===== src/rtl/fetch_unit_if.sv =====
// Fetch-stage bus: instruction memory req/gnt/rvalid port, decode valid/ready port and redirect input.
interface fetch_unit_if;
  logic        imem_req;
  logic [31:0] imem_addr;
  logic        imem_gnt;
  logic        imem_rvalid;
  logic [31:0] imem_rdata;
  logic        redirect_valid;
  logic [31:0] redirect_pc;
  logic        if_valid;
  logic        if_ready;
  logic [31:0] if_instr;
  logic [31:0] if_pc;

  modport master (
    output imem_req, imem_addr, if_valid, if_instr, if_pc,
    input  imem_gnt, imem_rvalid, imem_rdata, redirect_valid, redirect_pc, if_ready
  );

  modport slave (
    input  imem_req, imem_addr, if_valid, if_instr, if_pc,
    output imem_gnt, imem_rvalid, imem_rdata, redirect_valid, redirect_pc, if_ready
  );
endinterface


===== src/rtl/fetch_unit.sv =====
// Instruction fetch stage: PC generation, credit-limited memory requests, response FIFO to decode,
// and redirect handling that discards responses still outstanding at redirect time.
module fetch_unit #(
  parameter logic [31:0] RESET_PC   = 32'h0000_0000,
  parameter int unsigned FIFO_DEPTH = 2
) (
  input  logic         clk,
  input  logic         rst_n,
  fetch_unit_if.master bus
);

  localparam int unsigned AW = $clog2(FIFO_DEPTH);
  localparam int unsigned CW = AW + 1;
  localparam int unsigned SW = CW + 1;

  logic [31:0]   pc;
  logic [31:0]   resp_pc;
  logic [CW-1:0] count;
  logic [CW-1:0] inflight;
  logic [CW-1:0] drop;
  logic [AW-1:0] rd_ptr;
  logic [AW-1:0] wr_ptr;
  logic [31:0]   instr_mem [FIFO_DEPTH];
  logic [31:0]   pc_mem    [FIFO_DEPTH];

  logic [SW-1:0] credit_c;
  logic          req_c;
  logic          valid_c;
  logic          grant_c;
  logic          pop_c;
  logic          push_c;
  logic [31:0]   redir_pc_c;

  // Credit counts buffered plus outstanding (including to-be-dropped) so the FIFO cannot overflow.
  always_comb begin
    credit_c   = SW'(count) + SW'(inflight);
    req_c      = rst_n && !bus.redirect_valid && (credit_c < SW'(FIFO_DEPTH));
    valid_c    = (count != '0) && !bus.redirect_valid;
    grant_c    = req_c && bus.imem_gnt;
    pop_c      = valid_c && bus.if_ready;
    push_c     = bus.imem_rvalid && (drop == '0) && !bus.redirect_valid;
    redir_pc_c = bus.redirect_pc & ~32'h3;
  end

  assign bus.imem_req  = req_c;
  assign bus.imem_addr = pc;
  assign bus.if_valid  = valid_c;
  assign bus.if_instr  = instr_mem[rd_ptr];
  assign bus.if_pc     = pc_mem[rd_ptr];

  always_ff @(posedge clk or negedge rst_n) begin
    if (!rst_n) begin
      pc       <= RESET_PC;
      resp_pc  <= RESET_PC;
      count    <= '0;
      inflight <= '0;
      drop     <= '0;
      rd_ptr   <= '0;
      wr_ptr   <= '0;
      for (int i = 0; i < int'(FIFO_DEPTH); i++) begin
        instr_mem[i] <= '0;
        pc_mem[i]    <= '0;
      end
    end else if (bus.redirect_valid) begin
      // No request is issued under redirect, so only a response can retire this cycle.
      count    <= '0;
      rd_ptr   <= '0;
      wr_ptr   <= '0;
      pc       <= redir_pc_c;
      resp_pc  <= redir_pc_c;
      drop     <= inflight - CW'(bus.imem_rvalid);
      inflight <= inflight - CW'(bus.imem_rvalid);
    end else begin
      if (grant_c) begin
        pc <= pc + 32'd4;
      end
      inflight <= inflight + CW'(grant_c) - CW'(bus.imem_rvalid);
      if (bus.imem_rvalid && (drop != '0)) begin
        drop <= drop - CW'(1);
      end
      if (push_c) begin
        instr_mem[wr_ptr] <= bus.imem_rdata;
        pc_mem[wr_ptr]    <= resp_pc;
        wr_ptr            <= wr_ptr + AW'(1);
        resp_pc           <= resp_pc + 32'd4;
      end
      if (pop_c) begin
        rd_ptr <= rd_ptr + AW'(1);
      end
      count <= count + CW'(push_c) - CW'(pop_c);
    end
  end

  // Protocol sanity: memory never answers without an outstanding request; buffer never overfills.
  always_ff @(posedge clk) begin
    if (rst_n) begin
      assert (!(bus.imem_rvalid && (inflight == '0)));
      assert (count <= CW'(FIFO_DEPTH));
    end
  end

endmodule


===== src/flat_wrapper.sv =====
// flat-port wrapper written by rule: the top's interface ports become plain ports
module fetch_unit_flat 
#(
  parameter logic [31:0] RESET_PC   = 32'h0000_0000,
  parameter int unsigned FIFO_DEPTH = 2
)
  (clk, rst_n, bus_imem_req, bus_imem_addr, bus_if_valid, bus_if_instr, bus_if_pc, bus_imem_gnt, bus_imem_rvalid, bus_imem_rdata, bus_redirect_valid, bus_redirect_pc, bus_if_ready);
  fetch_unit_if bus_i ();
  input  logic clk;
  input  logic rst_n;
  output wire logic [$bits(bus_i.imem_req)-1:0] bus_imem_req;
  output wire logic [$bits(bus_i.imem_addr)-1:0] bus_imem_addr;
  output wire logic [$bits(bus_i.if_valid)-1:0] bus_if_valid;
  output wire logic [$bits(bus_i.if_instr)-1:0] bus_if_instr;
  output wire logic [$bits(bus_i.if_pc)-1:0] bus_if_pc;
  input wire logic [$bits(bus_i.imem_gnt)-1:0] bus_imem_gnt;
  input wire logic [$bits(bus_i.imem_rvalid)-1:0] bus_imem_rvalid;
  input wire logic [$bits(bus_i.imem_rdata)-1:0] bus_imem_rdata;
  input wire logic [$bits(bus_i.redirect_valid)-1:0] bus_redirect_valid;
  input wire logic [$bits(bus_i.redirect_pc)-1:0] bus_redirect_pc;
  input wire logic [$bits(bus_i.if_ready)-1:0] bus_if_ready;
  assign bus_imem_req = bus_i.imem_req;
  assign bus_imem_addr = bus_i.imem_addr;
  assign bus_if_valid = bus_i.if_valid;
  assign bus_if_instr = bus_i.if_instr;
  assign bus_if_pc = bus_i.if_pc;
  assign bus_i.imem_gnt = bus_imem_gnt;
  assign bus_i.imem_rvalid = bus_imem_rvalid;
  assign bus_i.imem_rdata = bus_imem_rdata;
  assign bus_i.redirect_valid = bus_redirect_valid;
  assign bus_i.redirect_pc = bus_redirect_pc;
  assign bus_i.if_ready = bus_if_ready;
  fetch_unit #(.RESET_PC(RESET_PC), .FIFO_DEPTH(FIFO_DEPTH)) u_core (.clk(clk), .rst_n(rst_n), .bus(bus_i));
endmodule

===== config.mk =====
export PLATFORM = sky130hd
export DESIGN_NAME = fetch_unit_flat
export DESIGN_NICKNAME = d
export VERILOG_FILES = /design/src/rtl/fetch_unit_if.sv /design/src/rtl/fetch_unit.sv /design/src/flat_wrapper.sv
export SDC_FILE = /design/constraint.sdc
export NUM_CORES = 1
export LEC_CHECK = 0
export BUFFER_PORTS_ARGS = -buffer_cell sky130_fd_sc_hd__buf_2
export CAP_MARGIN = 5
export CORE_MARGIN = 2
export CORE_UTILIZATION = 50
export CTS_CLUSTER_SIZE = 28
export DETAILED_ROUTE_END_ITERATION = 6
export PLACE_DENSITY = 0.73
export SKIP_CTS_REPAIR_TIMING = 1
export SLEW_MARGIN = 20
export SYNTH_ARGS = -nofsm -noshare
export SYNTH_HDL_FRONTEND = slang
export SYNTH_SLANG_ARGS = --single-unit

===== constraint.sdc =====
create_clock -name clk -period 2.7 [get_ports clk]
set_clock_uncertainty 0.05 [all_clocks]
set_input_delay 0.135 -clock clk [delete_from_list [all_inputs] [get_ports clk]]
set_output_delay 0.135 -clock clk [all_outputs]
set_load 0.02 [all_outputs]

Word-level counts from Yosys, hierarchy flattened
Cells that the tools add are included.

Add/subtract/negate cells: 11. Muxes and demuxes: 22. Reductions and logical operators: 18. Order comparisons: 4. Bitwise gates (word level): 3.

Operator list (number): 32-bit two-way mux (11); 64-bit bitwise mux (2); 32-bit by 3-bit adder with 32-bit output, second input constant (2); 32-bit demux with 1-bit select (1); 2-bit nonzero test (6); 1-bit logical AND (9); 2-bit two-way mux (4); 2-bit by 1-bit subtractor with 2-bit output (3); 2-bit by 1-bit adder with 2-bit output (2); 2-bit greater-or-equal comparator, second input constant (2); 1-bit two-way mux (4); 1-bit NOT with 2-bit output (2); 2-bit by 2-bit adder with 3-bit output (1); 3-bit by 2-bit less-than comparator with 1-bit output, second input constant (1); 1-bit adder, second input constant (2); 2-bit zero test (1); 2-bit by 1-bit less-than comparator with 1-bit output, second input constant (1); 2-bit AND reduction (1); 2-bit by 1-bit subtractor with 2-bit output, second input constant (1); 1-bit zero test (1); 1-bit NOT (1).

Output and inout bits: 98. Bits in registers: 200.

Longest topological paths before layout
Depth after elaboration: 7. Depth in mapped cells: 10. Mapped depth without buffers: 9.

Worst setup path before layout
Ideal clock, no wire load.

Path kind: reg2reg. Start point: reg u_core.count[0]. End point: reg u_core.pc[4], in the netlist u_core.bus.imem_addr[4]. Slack: -0.025 ns. Data arrival time: 2.550 ns. Period minus slack after synthesis: 2.725 ns. Setup time: 0.125 ns. Path buffers: 1. Required time: 2.525 ns. Stages on the path, launching flop included: 11. Path through: dfrtp_1 inv_1 nor2_1 fa_1 nor4b_2 nand2_1 inv_1 clkbuf_1 nand2_1 xnor2_1 mux2_2.

Word-level cells in the longest chain between the ends: 5.

RTL lines: from (decl) (line fetch_unit.sv:18) `logic [CW-1:0] count;`; from (signal assigned) (line fetch_unit.sv:90) `count <= count + CW'(push_c) - CW'(pop_c);`; 2-bit by 2-bit adder with 3-bit output (line fetch_unit.sv:36) `credit_c = SW'(count) + SW'(inflight);`; 3-bit by 2-bit less-than comparator with 1-bit output (line fetch_unit.sv:37) `req_c = rst_n && !bus.redirect_valid && (credit_c < SW'(FIFO_DEPTH));`; 1-bit logical AND (line fetch_unit.sv:37); named net bus_imem_req (line flat_wrapper.sv:11) `output wire logic [$bits(bus_i.imem_req)-1:0] bus_imem_req;`; 1-bit logical AND (line fetch_unit.sv:39) `grant_c = req_c && bus.imem_gnt;`; 2-bit nonzero test (no line); to (signal assigned) (line fetch_unit.sv:69) `pc <= redir_pc_c;`; to (signal assigned) (line fetch_unit.sv:75) `pc <= pc + 32'd4;`; to (decl) (line fetch_unit.sv:16) `logic [31:0] pc;`.

The timed path passes the listed nets, and every way through them passes these cells. A chain may end at the register's enable or synchronous reset.

Worst setup path after layout
Start point: reg u_core.count[0]. End point: reg u_core.pc[15], in the netlist u_core.bus.imem_addr[15].

Word-level cells in the longest chain between the ends: 5.

RTL lines (line): 2-bit by 2-bit adder with 3-bit output (fetch_unit.sv:36); 3-bit by 2-bit less-than comparator with 1-bit output (fetch_unit.sv:37); 1-bit logical AND (fetch_unit.sv:37); 1-bit logical AND (fetch_unit.sv:39); 2-bit nonzero test (no line).

No other way between the ends.

==> results.md <==
- GRT Util Overall: 0.2171
- Hold endpoint: u_core.resp_pc[17]
- Initial DRC count: 337
- Share of post-route cells with drive strength above 1: 0.4165
- Vias in the first global route: 6503
- GPL Wtd Cong: 0.8654
- Outcome: finished, final reports clean
- Reg2Reg Depth: 10
- FF-to-FF setup slack: 0.16 ns
- # clock sinks: 192
- Largest net degree at the start of global routing: 126
- Post-DRT Antenna Nets: 0
- Arrival @ worst endpoint: 2.80 ns
- Hold Path Cell Cnt: 3
- GRT overflow: 0
- Setup TNS Final: 0 ns
- Unrepaired setup endpoints after global routing: false
- Pwr dens: 939.4 mW/mm²
- Final wirelength: 21.82 mm
- Final hold viol count: 0
- Yosys warning count: 0
- Worst-Skew Late Latency: 0.43 ns
- Met1 usage in global routing: 0.3017
- Footprint of the multi-input gates: 0.004138 mm²
- Finished Layout Cells: 1223
- Top cell by count, worst path: inv_1
- Synth area leaders: dfrtp_1 52%, mux2_2 23%, nand2_1 2.6%
- Cells after Synth: 755
- Worst Path Required: 2.96 ns
- Final slew viol count: 0
- Reg-to-Reg End: u_core.bus.imem_addr[15]
- Vias per inst: 5.586
- Synth unique cells: 54
- Post-synthesis cell area: 0.009159 mm²
- Initial DRT Pass Iterations: 5
- HPWL Detailed: 14.61 mm
- Vias: 6832
- MaxCap Viol Count: 0
- FP Rows: 49
- Period utilization: 0.9391
- First-pass GRT wire length: 33.64 mm
- CP Capture Type: register
- Hold Crit Class: in2reg
- Seq/Total Area, Yosys: 0.5246
- I/O Pins: 168
- DP Area: 0.01032 mm²
- Num CTS Buffers: 17
- Yosys top cell area share: 0.5246
- Largest area contributor in the netlist: dfrtp_1
- Crit path cell chain: inv_1 > nor2_1 > fa_1 > nor4b_4 > nand2_1 > inv_1 > buf_4 > nor2_2 > a21o_1 > a221o_1
- Grt peak-use layer: met2
- Core box area: 0.01796 mm²
- CTS H-tree depth: 4
- Crit path kind: reg2reg
- Initial antenna violation count: 0
- Post-synth EDFFs: 0
- Fin area: 0.01162 mm²
- Setup violators final: 0
- Clock-pin transition on the worst setup and hold timing paths: 0.07 ns
- Met3 Use GR: 0.05368
- Met2 Resource Use GR: 0.3424
- Async S/R FF share, synth: 1.000
- Leak pwr: 0.005394 µW
- Inst Count DP: 1129
- Peak supply drop: 569.1 µV
- RR Startpoint: u_core.count[0]
- Initial Utilization: 0.5099
- Prevailing post-synth register cell: dfrtp_1
- # port buffers: 161
- Worst slack, placed: 0.1019 ns
- Synthesized area per cell: 12.13 µm²
- Final Critical Period: 2.536 ns
- Die Area: 0.01942 mm²
- Clk root buf: clkbuf_16
- Die Y: 139.3 µm
- Clock tree buffer depth: 2
- Launch point of the worst path: u_core.count[0]
- Rel. slew slack: 0.4379
- CP max FO: 11
- Reg area: 0.004806 mm²
- Min-Delay Startpoint: bus_redirect_pc[17]
- CP startpoint kind: register
- # fillers: 1361
- DR WL/cell: 17.84 µm
- Drt drc: 0
- Slowest-stage cell, CP: fa_1
- Nets: 1059
- FF+latch count, synth: 192
- Antenna Cells: 0
- Chip Width: 139.3 µm
- CTS tree: done
- Achievable Freq: 394.4 MHz
- Worst Tran Pin Value: 0.8432 ns
- Crit-path max cell delay: 0.46 ns
- Area grow syn2layout: 26.86%
- PnR worst setup slack: 0.1643 ns
## power by group
part           switching [µW]  internal [µW]  leakage (µW)
sequential                571           3820       0.00242
combinational            1860           1790       0.00265
clock                    1100           1770      0.000321
total                    3530           7390       0.00539
## cells by family after synthesis
group | share of synthesized area
mux | 0.2357
flops | 0.5246
simple gates | 0.1052
compound gates | 0.05984
buf+inv | 0.02719
xor+xnor | 0.03538
fa+ha+maj | 0.01175
other cells | 0.0004094
## final cells by class
cell class,count,share of cell area
tap,229,0.02466
inverter,13,0.004200
clock inverter,12,0.01981
sequential,192,0.4136
multi-input combinational,512,0.3561
timing repair buffer,245,0.1431
clock buffer,20,0.03845
## metal layers
metal,wire [µm],vias to the layer above
met2,10430,232
met5,0,-
li1,-,3185
met1,9859,3392
met4,349,0
met3,1191,23
## sequential cells by signal (all words and copies together) (netlist names)
signal / count
u_core.pc_mem: 60
u_core.bus.imem_addr: 30
u_core.resp_pc: 30
u_core.drop: 2
u_core.count: 2
u_core.wr_ptr: 1
u_core.inflight: 2
u_core.rd_ptr: 1
u_core.instr_mem: 64
## cells in the mapped netlist (5+ instances only)
| library cell | number |
|---|---|
| clkbuf_1 | 31 |
| nand3_1 | 30 |
| and3_1 | 10 |
| inv_1 | 13 |
| or4_1 | 5 |
| xnor2_1 | 14 |
| o21ai_0 | 37 |
| o211ai_1 | 11 |
| nand2_1 | 64 |
| and4_1 | 6 |
| nor3_1 | 5 |
| nor2_1 | 23 |
| o311ai_0 | 11 |
| xor2_1 | 23 |
| dfrtp_1 | 192 |
| nand4_1 | 20 |
| nor4_1 | 6 |
| ha_1 | 7 |
| mux2_2 | 189 |
| a21oi_1 | 7 |
## stage by stage
| step | total power (µW) | hold slack (ns) | utilization |
|---|---|---|---|
| after floorplan | 6878 | -0.2106 | - |
| after global placement | 7900 | 0.3167 | 0.5743 |
| after detailed placement | 8025 | 0.3146 | 0.5743 |
| after CTS | 10910 | -0.1424 | 0.6120 |
| after global routing | 11500 | 0.006136 | 0.6468 |
| final | 10910 | 0.002892 | 0.6468 |
## worst max path at each step
stage                               endpoint
global route        u_core.bus.imem_addr[29]
CTS                 u_core.bus.imem_addr[29]
finish              u_core.bus.imem_addr[15]
detailed placement  u_core.bus.imem_addr[29]
floorplan            u_core.bus.imem_addr[4]
global placement    u_core.bus.imem_addr[29]
## placed cells by master, fill, tap and decap left out, types with 3 or more instances in the layout
cell type,instances
dfrtp_1,191
mux2_2,189
buf_2,160
nand2_1,62
dlygate4sd3_1,62
o21ai_0,37
nand3_1,30
xor2_1,23
nor2_1,22
nand4_1,20
clkbuf_16,17
buf_4,17
xnor2_1,14
inv_1,13
o211ai_1,11
and3_1,10
o311ai_0,10
a21oi_1,7
ha_1,7
and4_1,6
nor4_1,6
bufinv_16,6
or4_1,5
buf_12,5
nor3_1,4
nor2b_1,4
conb_1,4
mux2i_1,3
## critical path, delay by kind of cell (launching register included)
kind,cells,cell delay (ns)
buffers and inverters,3,0.36
and+or+nand+nor,4,0.74
DFF,1,0.35
adders and majority gates,1,0.46
AOI/OAI and AO/OA,2,0.47
Note: power is estimated with default switching activity, not from simulation.
